===== src/rtl/uart_reg_ctrl.sv =====
// uart_reg_ctrl: byte-command sequencer between the UART core and a register bank.
// Command bit7 selects write (a data byte follows) or read; the low bits carry the address.
module uart_reg_ctrl #(
  parameter int         ADDR_W   = 7,
  parameter int         TIMEOUT  = 5000000,
  parameter logic [7:0] ACK_BYTE = 8'h55,
  parameter logic [7:0] NAK_BYTE = 8'hEE
) (
  input  logic              clk,
  input  logic              nRst,
  input  logic              recieved,
  input  logic [7:0]        data_rx,
  input  logic              busy_tx,
  output logic              transmit,
  output logic [7:0]        data_tx,
  output logic [ADDR_W-1:0] reg_addr,
  output logic [7:0]        reg_wdata,
  output logic              reg_we,
  input  logic [7:0]        reg_rdata,
  output logic              busy
);

  localparam int               CNT_W   = (TIMEOUT > 2) ? $clog2(TIMEOUT) : 1;
  localparam logic [CNT_W-1:0] CNT_MAX = CNT_W'(TIMEOUT - 1);

  typedef enum logic [2:0] {IDLE, GET_DATA, WR, RD, TX_START, TX_WAIT} state_t;

  state_t            state, state_d;
  logic [CNT_W-1:0]  cnt, cnt_d;
  logic [7:0]        data_tx_d, reg_wdata_d;
  logic [ADDR_W-1:0] reg_addr_d;
  logic              tx_first, tx_first_d;

  always_ff @(posedge clk or negedge nRst) begin
    if (!nRst) begin
      state     <= IDLE;
      cnt       <= '0;
      data_tx   <= '0;
      reg_addr  <= '0;
      reg_wdata <= '0;
      tx_first  <= 1'b0;
      busy      <= 1'b0;
    end else begin
      state     <= state_d;
      cnt       <= cnt_d;
      data_tx   <= data_tx_d;
      reg_addr  <= reg_addr_d;
      reg_wdata <= reg_wdata_d;
      tx_first  <= tx_first_d;
      busy      <= (state_d != IDLE);
    end
  end

  always_comb begin
    state_d     = state;
    cnt_d       = cnt;
    data_tx_d   = data_tx;
    reg_addr_d  = reg_addr;
    reg_wdata_d = reg_wdata;
    tx_first_d  = 1'b0;
    transmit    = 1'b0;
    reg_we      = 1'b0;
    case (state)
      IDLE: begin
        if (recieved) begin
          reg_addr_d = data_rx[ADDR_W-1:0];
          if (data_rx[7]) begin
            state_d = GET_DATA;
            cnt_d   = '0;
          end else begin
            state_d = RD;
          end
        end
      end
      GET_DATA: begin
        // A byte landing in the final allowed cycle still beats the timeout.
        if (recieved) begin
          reg_wdata_d = data_rx;
          state_d     = WR;
        end else if (cnt == CNT_MAX) begin
          data_tx_d = NAK_BYTE;
          state_d   = TX_START;
        end else begin
          cnt_d = cnt + 1'b1;
        end
      end
      WR: begin
        reg_we    = 1'b1;
        data_tx_d = ACK_BYTE;
        state_d   = TX_START;
      end
      RD: begin
        data_tx_d = reg_rdata;
        state_d   = TX_START;
      end
      TX_START: begin
        if (!busy_tx) begin
          transmit   = 1'b1;
          tx_first_d = 1'b1;
          state_d    = TX_WAIT;
        end
      end
      TX_WAIT: begin
        // busy_tx lags the transmit pulse by a cycle, so ignore it right after the pulse.
        if (!tx_first && !busy_tx) state_d = IDLE;
      end
      default: state_d = IDLE;
    endcase
  end

endmodule


===== config.mk =====
export PLATFORM = sky130hd
export DESIGN_NAME = uart_reg_ctrl
export DESIGN_NICKNAME = d
export VERILOG_FILES = /design/src/rtl/uart_reg_ctrl.sv
export SDC_FILE = /design/constraint.sdc
export NUM_CORES = 1
export LEC_CHECK = 0
export CORE_MARGIN = 4
export CORE_UTILIZATION = 34
export CTS_CLUSTER_SIZE = 8
export DETAILED_ROUTE_END_ITERATION = 6
export GPL_TIMING_DRIVEN = 0
export PLACE_DENSITY = 0.63
export SYNTH_ARGS = -nofsm -noshare
export SYNTH_HDL_FRONTEND = slang
export SYNTH_SLANG_ARGS = --single-unit
export TNS_END_PERCENT = 50

===== constraint.sdc =====
create_clock -name clk -period 3.5 [get_ports clk]
set_input_delay 0.525 -clock clk [delete_from_list [all_inputs] [get_ports clk]]
set_output_delay 0.525 -clock clk [all_outputs]
set_load 0.01 [all_outputs]

==> impl_metrics.env, run 1 <==
export IMPL_critPathCaptureType="primary output"
export IMPL_routabilityCongestion=0.854
export IMPL_clockRootBuffer="clkbuf_8"
export IMPL_num_antenna_cells=0
export IMPL_grt_max_degree=27
export IMPL_ff2ff_path_depth=5
export IMPL_fmax_mhz=422
export IMPL_yosysTopAreaCell="dfrtp_1"
export IMPL_rrSetupSlack_ns=1.39
export IMPL_postCtsHoldBufs=0
export IMPL_hold_slack_ns=0.228
export IMPL_drt_pre_antenna_iters=5
export IMPL_die_area_mm2=0.00872
export IMPL_p_leak_uw=0.00131
export IMPL_setup_tns_ns=0
export IMPL_ys_ff_latch=51
export IMPL_crit_path_frequent_cell="clkdlybuf4s50_1"
export IMPL_nets=312
export IMPL_fin_skew_ns=0.0104
export IMPL_worst_slew_pin_slew_ns=0.827
export IMPL_slew_viol_final=0
export IMPL_path_class="primary input to primary output"
export IMPL_drt_iter0_drc=111
export IMPL_routed_wl_mm=5.64
export IMPL_outcome="finished, final reports clean"
export IMPL_insertion_delay_ns=0.30
export IMPL_finalCritPeriodShare_pct=67.7
export IMPL_setup_viol=0
export IMPL_hpwl_mm=4.15
export IMPL_io_pins=46
export IMPL_synth_ff_type="dfrtp_1"
export IMPL_timing_slew_headroom_pct=44.4
export IMPL_synthesis_area_mm2=0.00248
export IMPL_use_met3_pct=2.25
export IMPL_cp_slowest_cell="clkdlybuf4s50_1"
export IMPL_track_usage_pct=13.7
export IMPL_startpoint_type="primary input"
export IMPL_start_util_pct=35.7
export IMPL_irDropWorstVdd_mv=0.368
export IMPL_wl_per_cell_um=14.5
export IMPL_drc_errors=0
export IMPL_avgSynthCellArea_um2=10.4
export IMPL_synth_area_leaders="dfrtp_1 (52%), mux2_2 (7.3%), nor2_1 (4.1%)"
export IMPL_final_cell_area_mm2=0.00318
export IMPL_cts_buffers=5
export IMPL_r2r_start="state[0]"
export IMPL_cts_tree="yes"
export IMPL_crit_start="busy_tx"
export IMPL_cp_arrival_ns=1.85
export IMPL_dpl_worst_slack_ns=0.935
export IMPL_drive_above_1_share_pct=12.7
export IMPL_grt_pass1_vias=2050
export IMPL_grt_pass1_wl_mm=9.65
export IMPL_htreeDepth=2
export IMPL_cts_resized=0
export IMPL_maxCapViolCount=0
export IMPL_hold_viol_final=0
export IMPL_synth_edff_count=0
export IMPL_vias=1980
export IMPL_grt_overflow_total=0
export IMPL_layout_setup_ws_ns=1.13
export IMPL_cp_depth=3
export IMPL_io_buffers=45
export IMPL_grt_met1_usage_pct=19.0
export IMPL_async_flop_share_pct=100
export IMPL_cp_required_ns=2.97
export IMPL_max_stage_delay_ns=0.60
export IMPL_ant_nets=0
export IMPL_core_area_mm2=0.00694
export IMPL_globalRouteMet2Util_pct=22.1
export IMPL_path_clk_slew_ns=0.09
export IMPL_die_h_um=93.4
export IMPL_synth_seq_area_share_pct=51.5
export IMPL_die_w_um=93.4
export IMPL_antenna_found_initial=0
export IMPL_placed_area_mm2=0.00306
export IMPL_cp_cell_sequence="clkdlybuf4s50_1 -> nor3b_1 -> clkdlybuf4s50_1"
export IMPL_endpoint="transmit"
export IMPL_finalPower_uw=2180
export IMPL_synth_cells=238
export IMPL_rr_endpoint="reg_wdata[7]"
export IMPL_critPathBufInv=2
export IMPL_synth_cell_types=47
export IMPL_grt_busiest_layer="met2"
export IMPL_cellPowerDensity_mw_per_mm2=685
export IMPL_clockBufferDepth=2
export IMPL_rsz0062_at_grt="no"
export IMPL_syn_nets=259
export IMPL_std_cell_rows=30
export IMPL_cp_max_fo=3
export IMPL_synth_top_area_share_pct=51.5
export IMPL_ys_warn_count=0
export IMPL_via_per_inst=5.10
export IMPL_hold_path_class="primary input to async pin"
export IMPL_cts_setup_buffers=0
export IMPL_finalCriticalPeriod_ns=2.37
export IMPL_clkSinkCount=51
export IMPL_critical_path_top_delay_family="buffers and inverters"
export IMPL_syn2layout_area_growth_pct=28.4
[worst reg2reg max path: stages (launching register included)]
cell,delay (ns)
dfrtp_1,0.36
inv_1,0.14
nor3_1,0.71
and2_1,0.22
buf_2,0.22
mux2_2,0.36
[worst min path at each step]
stage                      startpoint     endpoint  slack, ns  cells after the start
after floorplan                  nRst         busy       0.23                      0
after CTS                        nRst      cnt[21]       0.25                      1
final                            nRst   data_tx[7]       0.23                      1
after global placement    reg_addr[0]  reg_addr[0]       0.49                      1
after global routing             nRst   data_tx[5]       0.27                      1
after detailed placement       cnt[9]       cnt[9]       0.49                      1
[cells in the mapped netlist (3+ instances only)]
cell type and count:
nand3_1 10, nor2_1 27, o21ai_0 7, and3_1 4
nand2_1 15, or3_1 4, nor3_1 3, xor2_1 10
o211ai_1 5, clkbuf_1 4, a21oi_1 14, inv_1 4
and2_1 5, nand4b_1 3, mux2_2 16, nand4_1 7
dfrtp_1 51, nor2b_1 3, o31ai_1 5, nor4_1 3
[per-stage QoR]
stage	instances	utilization (%)
4_1_cts	388	45.8
2_1_floorplan	238	-
6_report	388	45.8
3_5_place_dp	380	44.1
3_3_place_gp	379	43.9
5_1_grt	388	45.8
[where the power goes]
group          leakage, uW  switching [uW]  internal [uW]
logic             0.000600             403            488
registers         0.000646             104            767
clock network    0.0000612             185            231
[cells by family (layout without fill, tap and decap cells)]
family,count (synthesis),after routing,share of synthesized area [%]
compound gates,46,46,12.1
xor+xnor,10,10,3.54
fa+ha+maj,1,1,0.505
buf+inv,13,67,2.68
flops,51,51,51.5
mux,16,16,7.27
simple gates,101,101,22.4
[per-layer routing]
layer	vias to the layer above	part of all wire [%]
li1	972	-
met1	969	48
met2	35	49
met3	4	2.8
met4	0	0.80
met5	-	0
[layout make-up]
class | count | area (um^2)
Tap cell | 96 | 120
Timing Repair Buffer | 46 | 465
Clock inverter | 2 | 35.0
Sequential cell | 51 | 1280
Inverter | 4 | 15.0
Fill cell | 664 | 3760
Buffer | 9 | 51.3
Clock buffer | 6 | 82.6
Multi-Input combinational cell | 174 | 1130
[state kept, by name, indices dropped and copies added, names as in the netlist]
name / count
reg_wdata: 8
state: 3
reg_addr: 7
busy: 1
data_tx: 8
tx_first: 1
cnt: 23
[layout by cell type, fill, tap and decap left out, drive strengths merged, types with 2 or more instances in the layout]
cell type and instances:
clkdlybuf4s50 44, clkbuf 10, o311ai 2, or4 3, nand2b 2, inv 4
nand4b 3, buf 7, o21ai 8, o31ai 5, o21bai 2, nand3 11
nor2b 3, nor2 28, nor4 3, nand4 7, or2 3, o211ai 5
o21a 2, and3 4, nor3 3, or3 4, a21o 2, xor2 10
a21oi 14, nor4bb 2, dfrtp 51, mux2 16, nand2 15, a31o 2
and2 5
No activity file was read; power rests on OpenSTA's default activity.
==> inputs of run 2 (changes only) <==
--- a/config.mk
+++ b/config.mk
@@ -10,7 +10,7 @@
 export CTS_CLUSTER_SIZE = 8
 export DETAILED_ROUTE_END_ITERATION = 6
 export GPL_TIMING_DRIVEN = 0
-export PLACE_DENSITY = 0.63
+export PLACE_DENSITY = 0.65
 export SYNTH_ARGS = -nofsm -noshare
 export SYNTH_HDL_FRONTEND = slang
 export SYNTH_SLANG_ARGS = --single-unit
==> constraint.sdc (replaced) <==
create_clock -name clk -period 2 [get_ports clk]
set_input_delay 0.3 -clock clk [delete_from_list [all_inputs] [get_ports clk]]
set_output_delay 0.3 -clock clk [all_outputs]
set_load 0.01 [all_outputs]
==> run 2 against run 1 <==
Flip-flop and latch count unchanged; via count increased by 1.9%; worst setup slack got worse by 1.1 ns; clock-buffer cell count increased by 1; final cell count increased by 1.5%; die area unchanged; first-iteration DRC count decreased by 3.6%; largest cell class unchanged.
==> impl_metrics.env, run 2 (synthesized netlist as in run 1, its figures left out) <==
export IMPL_cts_tree="yes"
export IMPL_track_usage_pct=13.7
export IMPL_regMostFlops="cnt"
export IMPL_clockRootBuffer="clkbuf_8"
export IMPL_path_class="flip-flop to flip-flop"
export IMPL_clkSinkCount=51
export IMPL_setup_tns_ns=0
export IMPL_core_area_mm2=0.00694
export IMPL_fmax_mhz=514
export IMPL_mostFrequentLayoutCell="dfrtp_1"
export IMPL_rrSetupSlack_ns=0.06
export IMPL_clockBufferDepth=2
export IMPL_syn2layout_area_growth_pct=32.2
export IMPL_rsz0062_at_grt="yes"
export IMPL_num_antenna_cells=0
export IMPL_highest_layer="met4"
export IMPL_setup_viol=0
export IMPL_wl_per_cell_um=14.9
export IMPL_finalCriticalPeriod_ns=1.94
export IMPL_die_w_um=93.4
export IMPL_nets=318
export IMPL_mostFrequentLayoutCells="dfrtp_1 (50), clkdlybuf4s50_1 (43), nor2_1 (26), mux2_2 (16), nand2_1 (15)"
export IMPL_routed_wl_mm=5.86
export IMPL_fill_cells=648
export IMPL_routabilityCongestion=0.821
export IMPL_drc_errors=0
export IMPL_htreeDepth=2
export IMPL_grt_max_degree=30
export IMPL_grt_pass1_vias=1999
export IMPL_finalCritPeriodShare_pct=97.2
export IMPL_reg_top3="cnt: 23 flops, data_tx: 8 flops, reg_wdata: 8 flops"
export IMPL_min_to="reg_wdata[2]"
export IMPL_start_util_pct=35.7
export IMPL_hold_slack_ns=0.510
export IMPL_via_per_inst=5.12
export IMPL_ant_nets=0
export IMPL_cp_cell_sequence="ha_4 -> nand3_4 -> or2_4 -> or4_4 -> buf_6 -> a31o_1"
export IMPL_wl_met2_mm=2.86
export IMPL_hold_path_class="flip-flop to flip-flop"
export IMPL_cp_arrival_ns=2.14
export IMPL_die_h_um=93.4
export IMPL_fin_skew_ns=0.00758
export IMPL_wl_met3_um=218
export IMPL_std_cell_rows=30
export IMPL_p_leak_uw=0.00135
export IMPL_hold_path_cell_count=1
export IMPL_m1WireLength_mm=2.74
export IMPL_largest_reg_flops=23
export IMPL_startpoint_type="flip-flop"
export IMPL_timing_slew_headroom_pct=58.8
export IMPL_vias=2018
export IMPL_cp_max_fo=9
export IMPL_multiInputGateArea_mm2=0.00119
export IMPL_drt_pre_antenna_iters=4
export IMPL_grt_overflow_total=0
export IMPL_drive_above_1_share_pct=18.1
export IMPL_r2r_start="cnt[0]"
export IMPL_path_clk_slew_ns=0.09
export IMPL_seqCellArea_mm2=0.00128
export IMPL_placed_area_mm2=0.00306
export IMPL_worst_slew_pin_slew_ns=0.616
export IMPL_rr_endpoint="data_tx[0]"
export IMPL_hp_start="reg_wdata[2]"
export IMPL_hpwl_mm=4.26
export IMPL_antenna_found_initial=0
export IMPL_ff2ff_path_depth=6
export IMPL_grt_pass1_wl_mm=9.61
export IMPL_outcome="finished, final reports clean"
export IMPL_io_buffers=45
export IMPL_maxCapViolCount=0
export IMPL_cellPowerDensity_mw_per_mm2=1170
export IMPL_hold_viol_final=0
export IMPL_drt_iter0_drc=107
export IMPL_max_stage_delay_ns=0.51
export IMPL_final_cell_area_mm2=0.00328
export IMPL_insertion_delay_ns=0.30
export IMPL_cts_buffers=5
export IMPL_irDropWorstVdd_mv=0.642
export IMPL_io_pins=46
export IMPL_cp_required_ns=2.19
export IMPL_die_area_mm2=0.00872
export IMPL_critPathCaptureType="flip-flop"
export IMPL_slew_viol_final=0
export IMPL_cp_slowest_cell="or4_4"
[run 2: worst max-delay path by stage]
stage	startpoint	depth (start not counted)	slack, ns	endpoint
finish	cnt[0]	6	0.06	data_tx[0]
global route	cnt[0]	6	-0.005	data_tx[0]
CTS	cnt[0]	6	-0.04	data_tx[0]
detailed placement	recieved	7	-0.32	cnt[2]
global placement	nRst	1	-0.92	cnt[5]
floorplan	cnt[0]	6	0.1	data_tx[0]
[run 2: timing repair]
action | CTS | global route
hold buffers | 1 | 0
pin swaps | 0 | 4
gates resized for setup | 11 | 6
endpoints found under the hold margin | 22 | 0
endpoints found under the setup margin | 17 | 23
buffers inserted | 0 | 7
[run 2: through the flow]
step	util, %	total power, uW	setup slack [ns]	cells
2_1_floorplan	-	2360	0.0965	238
3_3_place_gp	43.9	3100	-0.918	379
3_5_place_dp	44.1	3140	-0.322	380
4_1_cts	46.1	3820	-0.0441	388
5_1_grt	47.2	4090	-0.00530	394
6_report	47.2	3840	0.0551	394
[run 2: area by class of cell]
class	count	share of cell area [%]
Tap cell	96	3.67
Inverter	4	0.458
Multi-Input combinational cell	174	36.2
Timing Repair Buffer	54	16.1
Clock inverter	1	0.229
Clock buffer	7	2.94
Buffer	7	1.41
Sequential cell	51	39.0
[run 2: critical path: cells and delay by family, from the launching register on]
kind,cells,cell delay (ns)
and+or+nand+nor,3,0.88
adders and majority gates,1,0.17
DFF,1,0.43
AOI/OAI and AO/OA,1,0.21
buffers and inverters,1,0.15
[run 2: metal layers]
metal,vias up,global-route usage (%)
li1,981,-
met1,999,18.7
met2,34,22.3
met3,4,2.74
met4,0,3.30
met5,-,0
[run 2: power breakdown]
group / switching (uW) / leakage (uW) / total [uW] / internal [uW]
clock: 331 / 0.0000505 / 646 / 315
combinational: 734 / 0.000655 / 1650 / 913
sequential: 203 / 0.000644 / 1550 / 1340
total: 1270 / 0.00135 / 3840 / 2570
